==> config.mk <==
export PLATFORM = sky130hd
export DESIGN_NAME = router_fsm
export DESIGN_NICKNAME = d
export VERILOG_FILES = /design/src/rtl/router_fsm.sv
export SDC_FILE = /design/constraint.sdc
export NUM_CORES = 1
export LEC_CHECK = 0
export CAP_MARGIN = 20
export CORE_MARGIN = 1
export CORE_UTILIZATION = 31
export CTS_BUF_LIST = sky130_fd_sc_hd__clkbuf_2 sky130_fd_sc_hd__clkbuf_4 sky130_fd_sc_hd__clkbuf_8
export CTS_CLUSTER_DIAMETER = 40
export DETAILED_ROUTE_END_ITERATION = 8
export GPL_ROUTABILITY_DRIVEN = 1
export PLACE_DENSITY = 0.68
export SYNTH_ARGS = -nofsm -noshare
export SYNTH_HDL_FRONTEND = slang
export SYNTH_SLANG_ARGS = --single-unit
==> constraint.sdc <==
create_clock -name clock -period 1.4 [get_ports clock]
set_clock_uncertainty 0.15 [all_clocks]
set_input_delay 0.35 -clock clock [delete_from_list [all_inputs] [get_ports clock]]
set_output_delay 0.35 -clock clock [all_outputs]
set_load 0.02 [all_outputs]
==> src/rtl/router_fsm.sv <==
// Packet-sequencing FSM for the 1xN router input path.
// Ports: clock/resetn; pkt_valid, data_in, parity_done, low_pkt_valid,
//   fifo_full, fifo_empty, soft_reset in; busy and state strobes out.
module router_fsm #(
  parameter int NUM_PORTS  = 3,
  parameter int ADDR_WIDTH = 2
) (
  input  logic                  clock,
  input  logic                  resetn,
  input  logic                  pkt_valid,
  input  logic [ADDR_WIDTH-1:0] data_in,
  input  logic                  parity_done,
  input  logic                  low_pkt_valid,
  input  logic                  fifo_full,
  input  logic [NUM_PORTS-1:0]  fifo_empty,
  input  logic [NUM_PORTS-1:0]  soft_reset,
  output logic                  busy,
  output logic                  detect_add,
  output logic                  lfd_state,
  output logic                  ld_state,
  output logic                  laf_state,
  output logic                  full_state,
  output logic                  write_enb_reg,
  output logic                  rst_int_reg
);

  typedef enum logic [2:0] {
    DECODE_ADDRESS     = 3'd0,
    LOAD_FIRST_DATA    = 3'd1,
    LOAD_DATA          = 3'd2,
    FIFO_FULL_STATE    = 3'd3,
    LOAD_AFTER_FULL    = 3'd4,
    LOAD_PARITY        = 3'd5,
    CHECK_PARITY_ERROR = 3'd6,
    WAIT_TILL_EMPTY    = 3'd7
  } state_t;

  state_t                r_state;
  state_t                w_next;
  logic [ADDR_WIDTH-1:0] r_addr;
  logic                  w_addr_ok;
  logic                  w_empty_in;
  logic                  w_empty_q;
  logic                  w_srst_q;

  // Port selects by compare so out-of-range addresses never index.
  always_comb begin
    w_addr_ok  = 1'b0;
    w_empty_in = 1'b0;
    w_empty_q  = 1'b0;
    w_srst_q   = 1'b0;
    for (int i = 0; i < NUM_PORTS; i++) begin
      if (data_in == i[ADDR_WIDTH-1:0]) begin
        w_addr_ok  = 1'b1;
        w_empty_in = fifo_empty[i];
      end
      if (r_addr == i[ADDR_WIDTH-1:0]) begin
        w_empty_q = fifo_empty[i];
        w_srst_q  = soft_reset[i];
      end
    end
  end

  always_ff @(posedge clock) begin
    if (!resetn) begin
      r_state <= DECODE_ADDRESS;
      r_addr  <= '0;
    end else begin
      r_state <= w_next;
      if (r_state == DECODE_ADDRESS && pkt_valid && w_addr_ok)
        r_addr <= data_in;
    end
  end

  always_comb begin
    w_next = DECODE_ADDRESS;
    case (r_state)
      DECODE_ADDRESS: begin
        if (pkt_valid && w_addr_ok)
          w_next = w_empty_in ? LOAD_FIRST_DATA : WAIT_TILL_EMPTY;
        else
          w_next = DECODE_ADDRESS;
      end
      WAIT_TILL_EMPTY:
        w_next = w_empty_q ? LOAD_FIRST_DATA : WAIT_TILL_EMPTY;
      LOAD_FIRST_DATA:
        w_next = LOAD_DATA;
      LOAD_DATA: begin
        if (fifo_full)       w_next = FIFO_FULL_STATE;
        else if (!pkt_valid) w_next = LOAD_PARITY;
        else                 w_next = LOAD_DATA;
      end
      FIFO_FULL_STATE:
        w_next = fifo_full ? FIFO_FULL_STATE : LOAD_AFTER_FULL;
      LOAD_AFTER_FULL: begin
        if (parity_done)        w_next = DECODE_ADDRESS;
        else if (low_pkt_valid) w_next = LOAD_PARITY;
        else                    w_next = LOAD_DATA;
      end
      LOAD_PARITY:
        w_next = CHECK_PARITY_ERROR;
      CHECK_PARITY_ERROR:
        w_next = fifo_full ? FIFO_FULL_STATE : DECODE_ADDRESS;
      default:
        w_next = DECODE_ADDRESS;
    endcase
    // Read-timeout on the addressed FIFO aborts the packet.
    if (r_state != DECODE_ADDRESS && w_srst_q)
      w_next = DECODE_ADDRESS;
  end

  always_comb begin
    detect_add    = (r_state == DECODE_ADDRESS);
    lfd_state     = (r_state == LOAD_FIRST_DATA);
    ld_state      = (r_state == LOAD_DATA);
    laf_state     = (r_state == LOAD_AFTER_FULL);
    full_state    = (r_state == FIFO_FULL_STATE);
    rst_int_reg   = (r_state == CHECK_PARITY_ERROR);
    busy          = !(r_state == DECODE_ADDRESS ||
                      r_state == LOAD_DATA);
    write_enb_reg = (r_state == LOAD_DATA) ||
                    (r_state == LOAD_AFTER_FULL) ||
                    (r_state == LOAD_PARITY);
  end

endmodule
### Word level (Yosys, flattened, before mapping)

Index checks and enable logic that the tools add are counted.

* equal/unequal tests: 11
* multiplexer cells: 22
* bitwise gates (word level): 1
* reductions and logical operators: 13

Operators with widths (number)
* 3-bit 2-to-1 mux: 8
* 3-bit case mux with 8 select lines: 1
* 3-bit == test (second input constant): 4
* 1-bit 2-to-1 mux: 12
* 3-bit by 2-bit == test with 1-bit output (second input constant): 2
* 2-bit by 1-bit == test with 1-bit output (second input constant): 2
* 2-bit == test (second input constant): 2
* 1-bit logical AND: 4
* 2-bit logical NOT: 2
* 3-bit by 1-bit == test with 1-bit output (second input constant): 1
* 3-bit logical NOT: 1
* 1-bit logical OR: 3
* 3-bit nonzero test: 1
* 2-bit 2-to-1 mux: 1
* 2-bit OR reduction: 1
* 1-bit logical NOT: 1
* 1-bit inverter: 1

* register bits: 5
* output and inout port bits: 8
* logic and storage cells: 49

### Longest topological paths before layout

Gate-level depths: netlist of the first run.

* depth in word-level cells: 7
* depth in mapped cells: 5
* gate-level depth less buffers: 4

### Least setup slack after synthesis of the first run

No wires, ideal clock.

* path kind: register -> output
* from: reg r_state[0]
* to: out write_enb_reg
* arrival: 1.372 ns
* data required time: 0.900 ns
* path slack: -0.472 ns
* cell stages (with the launch flop): 5
* cells stage by stage: dfxtp_1 > buf_2 > or2_1 > nor2_1 > or2_1

* longest elaborated chain between the ends: 3
* elaborated cells on any way between the ends: 5
* classes of those cells: eq/ne (3); reduce/logical (2)

RTL lines
* start, declared: line 38 `state_t r_state;`
* start signal, assigned: line 69 `r_state <= w_next;`
* 3-bit by 2-bit == test with 1-bit output
* named net ld_state: line 20 `output logic ld_state,`
* 1-bit logical OR: line 121 `write_enb_reg = (r_state == LOAD_DATA) ||`
* 1-bit logical OR: line 122 `(r_state == LOAD_AFTER_FULL) ||`
* end, declared: line 23 `output logic write_enb_reg,`

The timed path passes the listed nets, and every way through them passes these cells.

### Worst setup path in the final report of the first run

* from: reg r_state[1]
* to: out write_enb_reg

* longest elaborated chain between the ends: 3
* elaborated cells on any way between the ends: 5
* classes of those cells: eq/ne (3); reduce/logical (2)

RTL lines (line)
* 3-bit by 2-bit == test with 1-bit output / 3-bit == test (equally long branches): 121, 122
* 1-bit logical OR: 121
* 1-bit logical OR *: 122

Every way passes the cells marked *; elsewhere a longest branch is shown, timed or not.

==> metrics.yaml, run 1 <==
status:
  run_status: "finished with violations"
  violations: "setup timing"
synthesis:
  yosysSeqAreaShare_pct: 23.4
  ys_dominant_reg_cell: "sky130_fd_sc_hd__dfxtp_1"
  post_synth_main_area_contributors: "sky130_fd_sc_hd__dfxtp_1 (23%), sky130_fd_sc_hd__mux2i_1 (9.4%), sky130_fd_sc_hd__nor2_1 (7.0%), sky130_fd_sc_hd__nor3b_1 (5.3%), sky130_fd_sc_hd__o221a_2 (5.3%)"
  post_synth_inst_count: 54
  synthXorXnorAreaFrac_pct: 0
  yosysWarningCount: 0
  synth_enable_flop_cells: 0
  muxShareOfSynthArea_pct: 9.36
  post_synth_fa_ha_maj_area_fraction_pct: 0
  syn-cell-area_um2: 428
  mappedNetlistNets: 68
  yosys.area.top_type: "sky130_fd_sc_hd__dfxtp_1"
  post_synth_cell_types: 28
  post_synth_and_or_nand_nor_area_fraction_pct: 34.8
  synth-async-reset-ratio_pct: 0
  postSynthAreaPerCell_um2: 7.92
  netlist.area_leader.share_pct: 23.4
  most_frequent_cells_after_synthesis: "sky130_fd_sc_hd__nor2_1 (8), sky130_fd_sc_hd__dfxtp_1 (5), sky130_fd_sc_hd__mux2i_1 (4)"
  synth_compound_area_share_pct: 26.0
  largest_family_of_logic_cells_by_synthesized_area: "simple AND/OR/NAND/NOR gates"
  ys_seq_elements: 5
  count_leader_synth: "sky130_fd_sc_hd__nor2_1"
flow_run:
  max_cap_viol_count: 0
sta:
  least_margin_pin_slew_ps: 302
  setup_repair_after_global_routing_missed_its_margin: "yes"
  period_needed_ps: 1680
  max_slew_margin_pct: 79.8
  finalMaxSlewViolations: 0
  finalCritPeriodShare_pct: 120
  final.setup.worst_slack_ps: -284
  finalHoldViolations: 0
  timing.setup.tns_ps: -2100
  max_clock_freq_mhz: 594
  finalSetupViolCount: 12
die:
  placeableCoreArea_um2: 1280
  number_of_primary_i_o_pins: 22
  core.rowCount: 13
  fp.dieH_um: 39.2
  start_util_pct: 33.3
  fp.dieArea_um2: 1530
  dieWidth_um: 39.2
worst_setup_path:
  worst-path-max-fanout: 4
  crit_buf_inv: 1
  timing.setup.critical_path_class: "reg -> out"
  flop2flop_setup_slack_ps: -230
  cp-end-kind: "primary output"
  cp.arrival_ps: 1180
  regToRegStartpoint: "r_state[1]"
  timing.critical_path.max_delay_family: "simple AND/OR/NAND/NOR gates"
  ff2ff_path_depth: 6
  worstReg2RegEnd: "r_state[2]"
  setup.worst_path.start: "r_state[1]"
  worst_path_largest_cell_delay_ps: 360
  required_ps: 900
  endpoint: "write_enb_reg"
  cp_cell_instances: "and2b_2 > or2_4 > buf_6"
  critical_path.startpoint_type: "flop"
  critical_path_cell_count: 3
  slowest_stage: "sky130_fd_sc_hd__dfxtp_4"
hold_path:
  worstHoldPathType: "reg -> reg"
  hold_depth: 1
drt:
  wire_per_inst_um: 14.3
  detail_route.iter0.violations: 7
  drc: 0
  dr_total_vias: 594
  avgViaCountPerCell: 5.35
  routed_wl_um: 1590
  antenna_left: 0
  firstDrtPassIters: 4
clock_network:
  cts_inserted_buffers: 3
  clk_root_buffer_cell: "sky130_fd_sc_hd__clkbuf_4"
  clkSlewWorstSetupHoldPaths_ps: 50
  numClockSinks: 5
  number_of_h_tree_levels: 1
  tritoncts: "yes"
  clock_latency_ps: 250
  clock_path_buffers: 2
placement:
  placed_cells_incl_taps: 100
  place_hpwl_um: 922
  final_estimated_routing_congestion_in_global_placement: 0.725
  buffer_ports.inserted: 21
  preCtsSetupSlack_ps: -511
layout:
  nNetsFinal: 111
  post_route_cells_drive_above_1_share_pct: 54.2
  instances_no_fill: 111
  layout-area-overhead-vs-synth_pct: 112
  antennaDiodeCount: 0
global_route:
  grt_pass1_wl_um: 2120
  overflow: 0
  gr-usage-all-layers_pct: 21.0
  vias_in_the_first_global_route: 528
  grt_start_max_net_pins: 9
  grt_antenna_before_repair: 0
pwr:
  leakagePower_nw: 0.404
  peak_supply_drop_mv: 0.798
  power.density_nw_per_um2: 1410
==> layout by cell type (no fill, tap or decap), types with 3 or more instances in the layout <==
master                            count
sky130_fd_sc_hd__nor2_2               3
sky130_fd_sc_hd__buf_4               18
sky130_fd_sc_hd__nor2_1               4
sky130_fd_sc_hd__buf_6                8
sky130_fd_sc_hd__clkdlybuf4s50_1     12
sky130_fd_sc_hd__nand2_1              3
sky130_fd_sc_hd__mux2i_1              4
sky130_fd_sc_hd__clkbuf_4             4
==> worst min-delay path by stage <==
| stage | from | end |
|---|---|---|
| 2_1_floorplan | resetn | r_addr[0] |
| 3_3_place_gp | r_addr[0] | r_addr[0] |
| 4_1_cts | r_addr[0] | r_addr[0] |
| 5_1_grt | r_addr[0] | r_addr[0] |
| 3_5_place_dp | r_addr[0] | r_addr[0] |
| 6_report | r_addr[0] | r_addr[0] |
==> per-stage QoR <==
| stage | hold slack, ps | util (%) | instance area (µm²) | total power [mW] |
|---|---|---|---|---|
| floorplan | 347 | - | 445 | 0.576 |
| global placement | 421 | 58.4 | 751 | 0.849 |
| detailed placement | 430 | 58.4 | 751 | 0.850 |
| CTS | 445 | 65.4 | 841 | 1.17 |
| global route | 467 | 70.6 | 907 | 1.35 |
| finish | 449 | 70.6 | 907 | 1.28 |
==> cells by family after synthesis <==
| logic type | Yosys count |
|---|---|
| compound gates | 15 |
| buf+inv | 4 |
| flops | 5 |
| mux | 4 |
| simple gates | 26 |
==> where the power goes <==
part	internal [mW]	total, mW	switching [mW]	leakage, nW
registers	0.181	0.220	0.0392	0.0425
logic	0.470	0.865	0.395	0.343
clock network	0.128	0.198	0.0705	0.0184
total	0.779	1.28	0.505	0.404
==> state kept, by name, indices dropped and copies added (netlist names) <==
signal / cells
r_state: 3
r_addr: 2
==> metal layers <==
metal	up-vias	part of all wire, %	track usage, %
met2	22	54	38.3
met4	0	1.4	7.76
met1	284	40	21.9
met5	-	0	0
li1	284	-	-
met3	4	5.3	6.94
==> cell type report <==
cell class / count / area [µm²]
multi-input cells: 45 / 379
fillers: 99 / 378
repair buffers: 41 / 364
flip-flops and latches: 5 / 106
clock buffers: 4 / 30.0
well taps: 15 / 18.8
inverters: 1 / 8.76
==> timing repair <==
item,4_1_cts,5_1_grt
pin swaps,8,5
resized for setup,56,12
hold buffers,0,0
cloned,1,0
setup buffers,4,3
setup endpoints to repair,13,13
(Power assumes the default switching activity.)
==> run 2: changes to the inputs <==
- PLACE_DENSITY: 0.68 -> 0.65
- clock period: 1.4 -> 1.9 ns (I/O delays scaled with it)
==> run 2 against run 1 <==
Compared with the run above:
- worst setup slack gained 370 ps
- sequential cell count stayed put
- cell area down 18%
- sequential power decreased by 29%
- total power is 43% lower
- via count fell by 12%
- the run now ends clean
- final cell count fell by 6.3%
- clock power decreased by 29%
- routed wire length down 27%
- critical path depth rose by 1
- die area unchanged
- critical path type unchanged
==> metrics.yaml, run 2 (synthesis results as in run 1) <==
drt:
  firstDrtPassIters: 4
  dr_total_vias: 524
  detail_route.iter0.violations: 6
  avgViaCountPerCell: 5.04
  routed_wl_um: 1160
  drc: 0
  antenna_left: 0
  wire_per_inst_um: 11.1
clock_network:
  clkSlewWorstSetupHoldPaths_ps: 40
  number_of_h_tree_levels: 1
  cts_inserted_buffers: 3
  clock_latency_ps: 240
  tritoncts: "yes"
  clk_root_buffer_cell: "sky130_fd_sc_hd__clkbuf_4"
  numClockSinks: 5
  clock_path_buffers: 2
worst_setup_path:
  timing.critical_path.max_delay_family: "simple AND/OR/NAND/NOR gates"
  most_prevalent_standard_cell_on_the_critical_path: "sky130_fd_sc_hd__or2_1"
  cp_cell_instances: "or2_1 > nor2_2 > or2_1 > buf_4"
  worst_path_largest_cell_delay_ps: 370
  ff2ff_path_depth: 5
  worst-path-max-fanout: 5
  flop2flop_setup_slack_ps: 370
  endpoint: "write_enb_reg"
  critical_path_cell_count: 4
  cp.arrival_ps: 1190
  required_ps: 1270
  timing.setup.critical_path_class: "reg -> out"
  setup.worst_path.start: "r_state[0]"
  cp-end-kind: "primary output"
  slowest_stage: "sky130_fd_sc_hd__dfxtp_1"
  regToRegStartpoint: "r_state[1]"
  worstReg2RegEnd: "r_state[2]"
  crit_buf_inv: 1
  critical_path.startpoint_type: "flop"
pwr:
  clock_power_share_pct: 19.0
  p_comb_share_pct: 59.8
  power.density_nw_per_um2: 990
  net-switching-power_uw: 282
  leakagePower_nw: 0.333
  power_report.internal_total_uw: 454
  p_total_uw: 736
  peak_supply_drop_mv: 0.565
  switching_share_pct: 38.4
  seqPwrFrac_pct: 21.2
sta:
  finalHoldViolations: 0
  finalMaxSlewViolations: 0
  period_needed_ps: 1810
  finalCritPeriodShare_pct: 95.4
  setup_repair_after_global_routing_missed_its_margin: "no"
  least_margin_pin_slew_ps: 290
  finalSetupViolCount: 0
  max_clock_freq_mhz: 552
  final.setup.worst_slack_ps: 87.6
  max_slew_margin_pct: 80.6
layout:
  biggestRegsByFlops: "r_state: 3 flops, r_addr: 2 flops"
  final_cell_area_um2: 743
  nNetsFinal: 104
  antennaDiodeCount: 0
  flip_flop_count_of_the_largest_register_after_layout: 3
  post_route_cells_drive_above_1_share_pct: 38.2
  final_cell_mix: "sky130_fd_sc_hd__clkdlybuf4s50_1 (13), sky130_fd_sc_hd__buf_4 (13), sky130_fd_sc_hd__nor2_1 (7), sky130_fd_sc_hd__clkbuf_2 (7)"
  layout-area-overhead-vs-synth_pct: 73.7
  max_flop_register: "r_state"
global_route:
  gr-usage-all-layers_pct: 18.5
  vias_in_the_first_global_route: 500
  grt_start_max_net_pins: 8
  grt_antenna_before_repair: 0
  grt_pass1_wl_um: 1910
  overflow: 0
die:
  core.rowCount: 13
  fp.dieH_um: 39.2
  dieWidth_um: 39.2
  number_of_primary_i_o_pins: 22
  start_util_pct: 33.3
  fp.dieArea_um2: 1530
  placeableCoreArea_um2: 1280
placement:
  buffer_ports.inserted: 21
  final_estimated_routing_congestion_in_global_placement: 0.787
  place_hpwl_um: 941
  placed_cell_area_um2: 748
  preCtsSetupSlack_ps: -107
hold_path:
  worstHoldPathType: "reg -> reg"
  hold_start: "r_addr[0]"
status:
  run_status: "completed"
flow_run:
  max_cap_viol_count: 0
-- run 2: cell types whose count changed in the layout (fill, tap and decap cells not counted), moves of 3 or more --
cell and change:
sky130_fd_sc_hd__buf_4 -5, sky130_fd_sc_hd__buf_6 -8, sky130_fd_sc_hd__clkbuf_2 +7, sky130_fd_sc_hd__nor2_1 +3
-- run 2: area by class of cell --
cell class                      count  area, µm²
Clock buffer                        4       30.0
Fill cell                         132        542
Inverter                            1       6.26
Multi-Input combinational cell     45        303
Sequential cell                     5        103
Tap cell                           15       18.8
Timing Repair Buffer               34        283
-- run 2: metrics by stage --
stage	hold slack, ps	setup TNS, ps	utilization (%)	std cells
global route	459	0	57.8	104
CTS	434	0	60.0	104
global placement	430	-296	58.2	100
finish	434	0	57.8	104
floorplan	385	0	-	54
detailed placement	419	-261	58.2	100
-- run 2: power by group through the flow --
stage | clock network, mW | registers [mW] | logic [mW]
after CTS | 0.144 | 0.156 | 0.452
after global placement | 0 | 0.157 | 0.479
after floorplan | 0 | 0.143 | 0.255
after global routing | 0.151 | 0.159 | 0.482
final | 0.140 | 0.156 | 0.440
after detailed placement | 0 | 0.156 | 0.481
-- run 2: worst min-delay path by stage --
stage          cells past startpoint  slack [ps]         to
6_report                           1         430  r_addr[0]
2_1_floorplan                      1         380  r_addr[0]
5_1_grt                            1         460  r_addr[0]
4_1_cts                            1         430  r_addr[0]
3_3_place_gp                       1         430  r_addr[0]
3_5_place_dp                       1         420  r_addr[0]
-- run 2: per-layer routing --
| layer | vias to the layer above | share of wire [%] | track usage (%) |
|---|---|---|---|
| li1 | 269 | - | - |
| met1 | 228 | 44 | 17.8 |
| met2 | 25 | 46 | 35.4 |
| met3 | 2 | 7.9 | 6.94 |
| met4 | 0 | 1.8 | 6.03 |
| met5 | - | 0 | 0 |
-- run 2: timing repair --
item,in CTS,in global routing
setup buffers,0,0
hold buffers,0,0
resized for setup,16,15
pin swaps,0,0
setup endpoints to repair,8,7
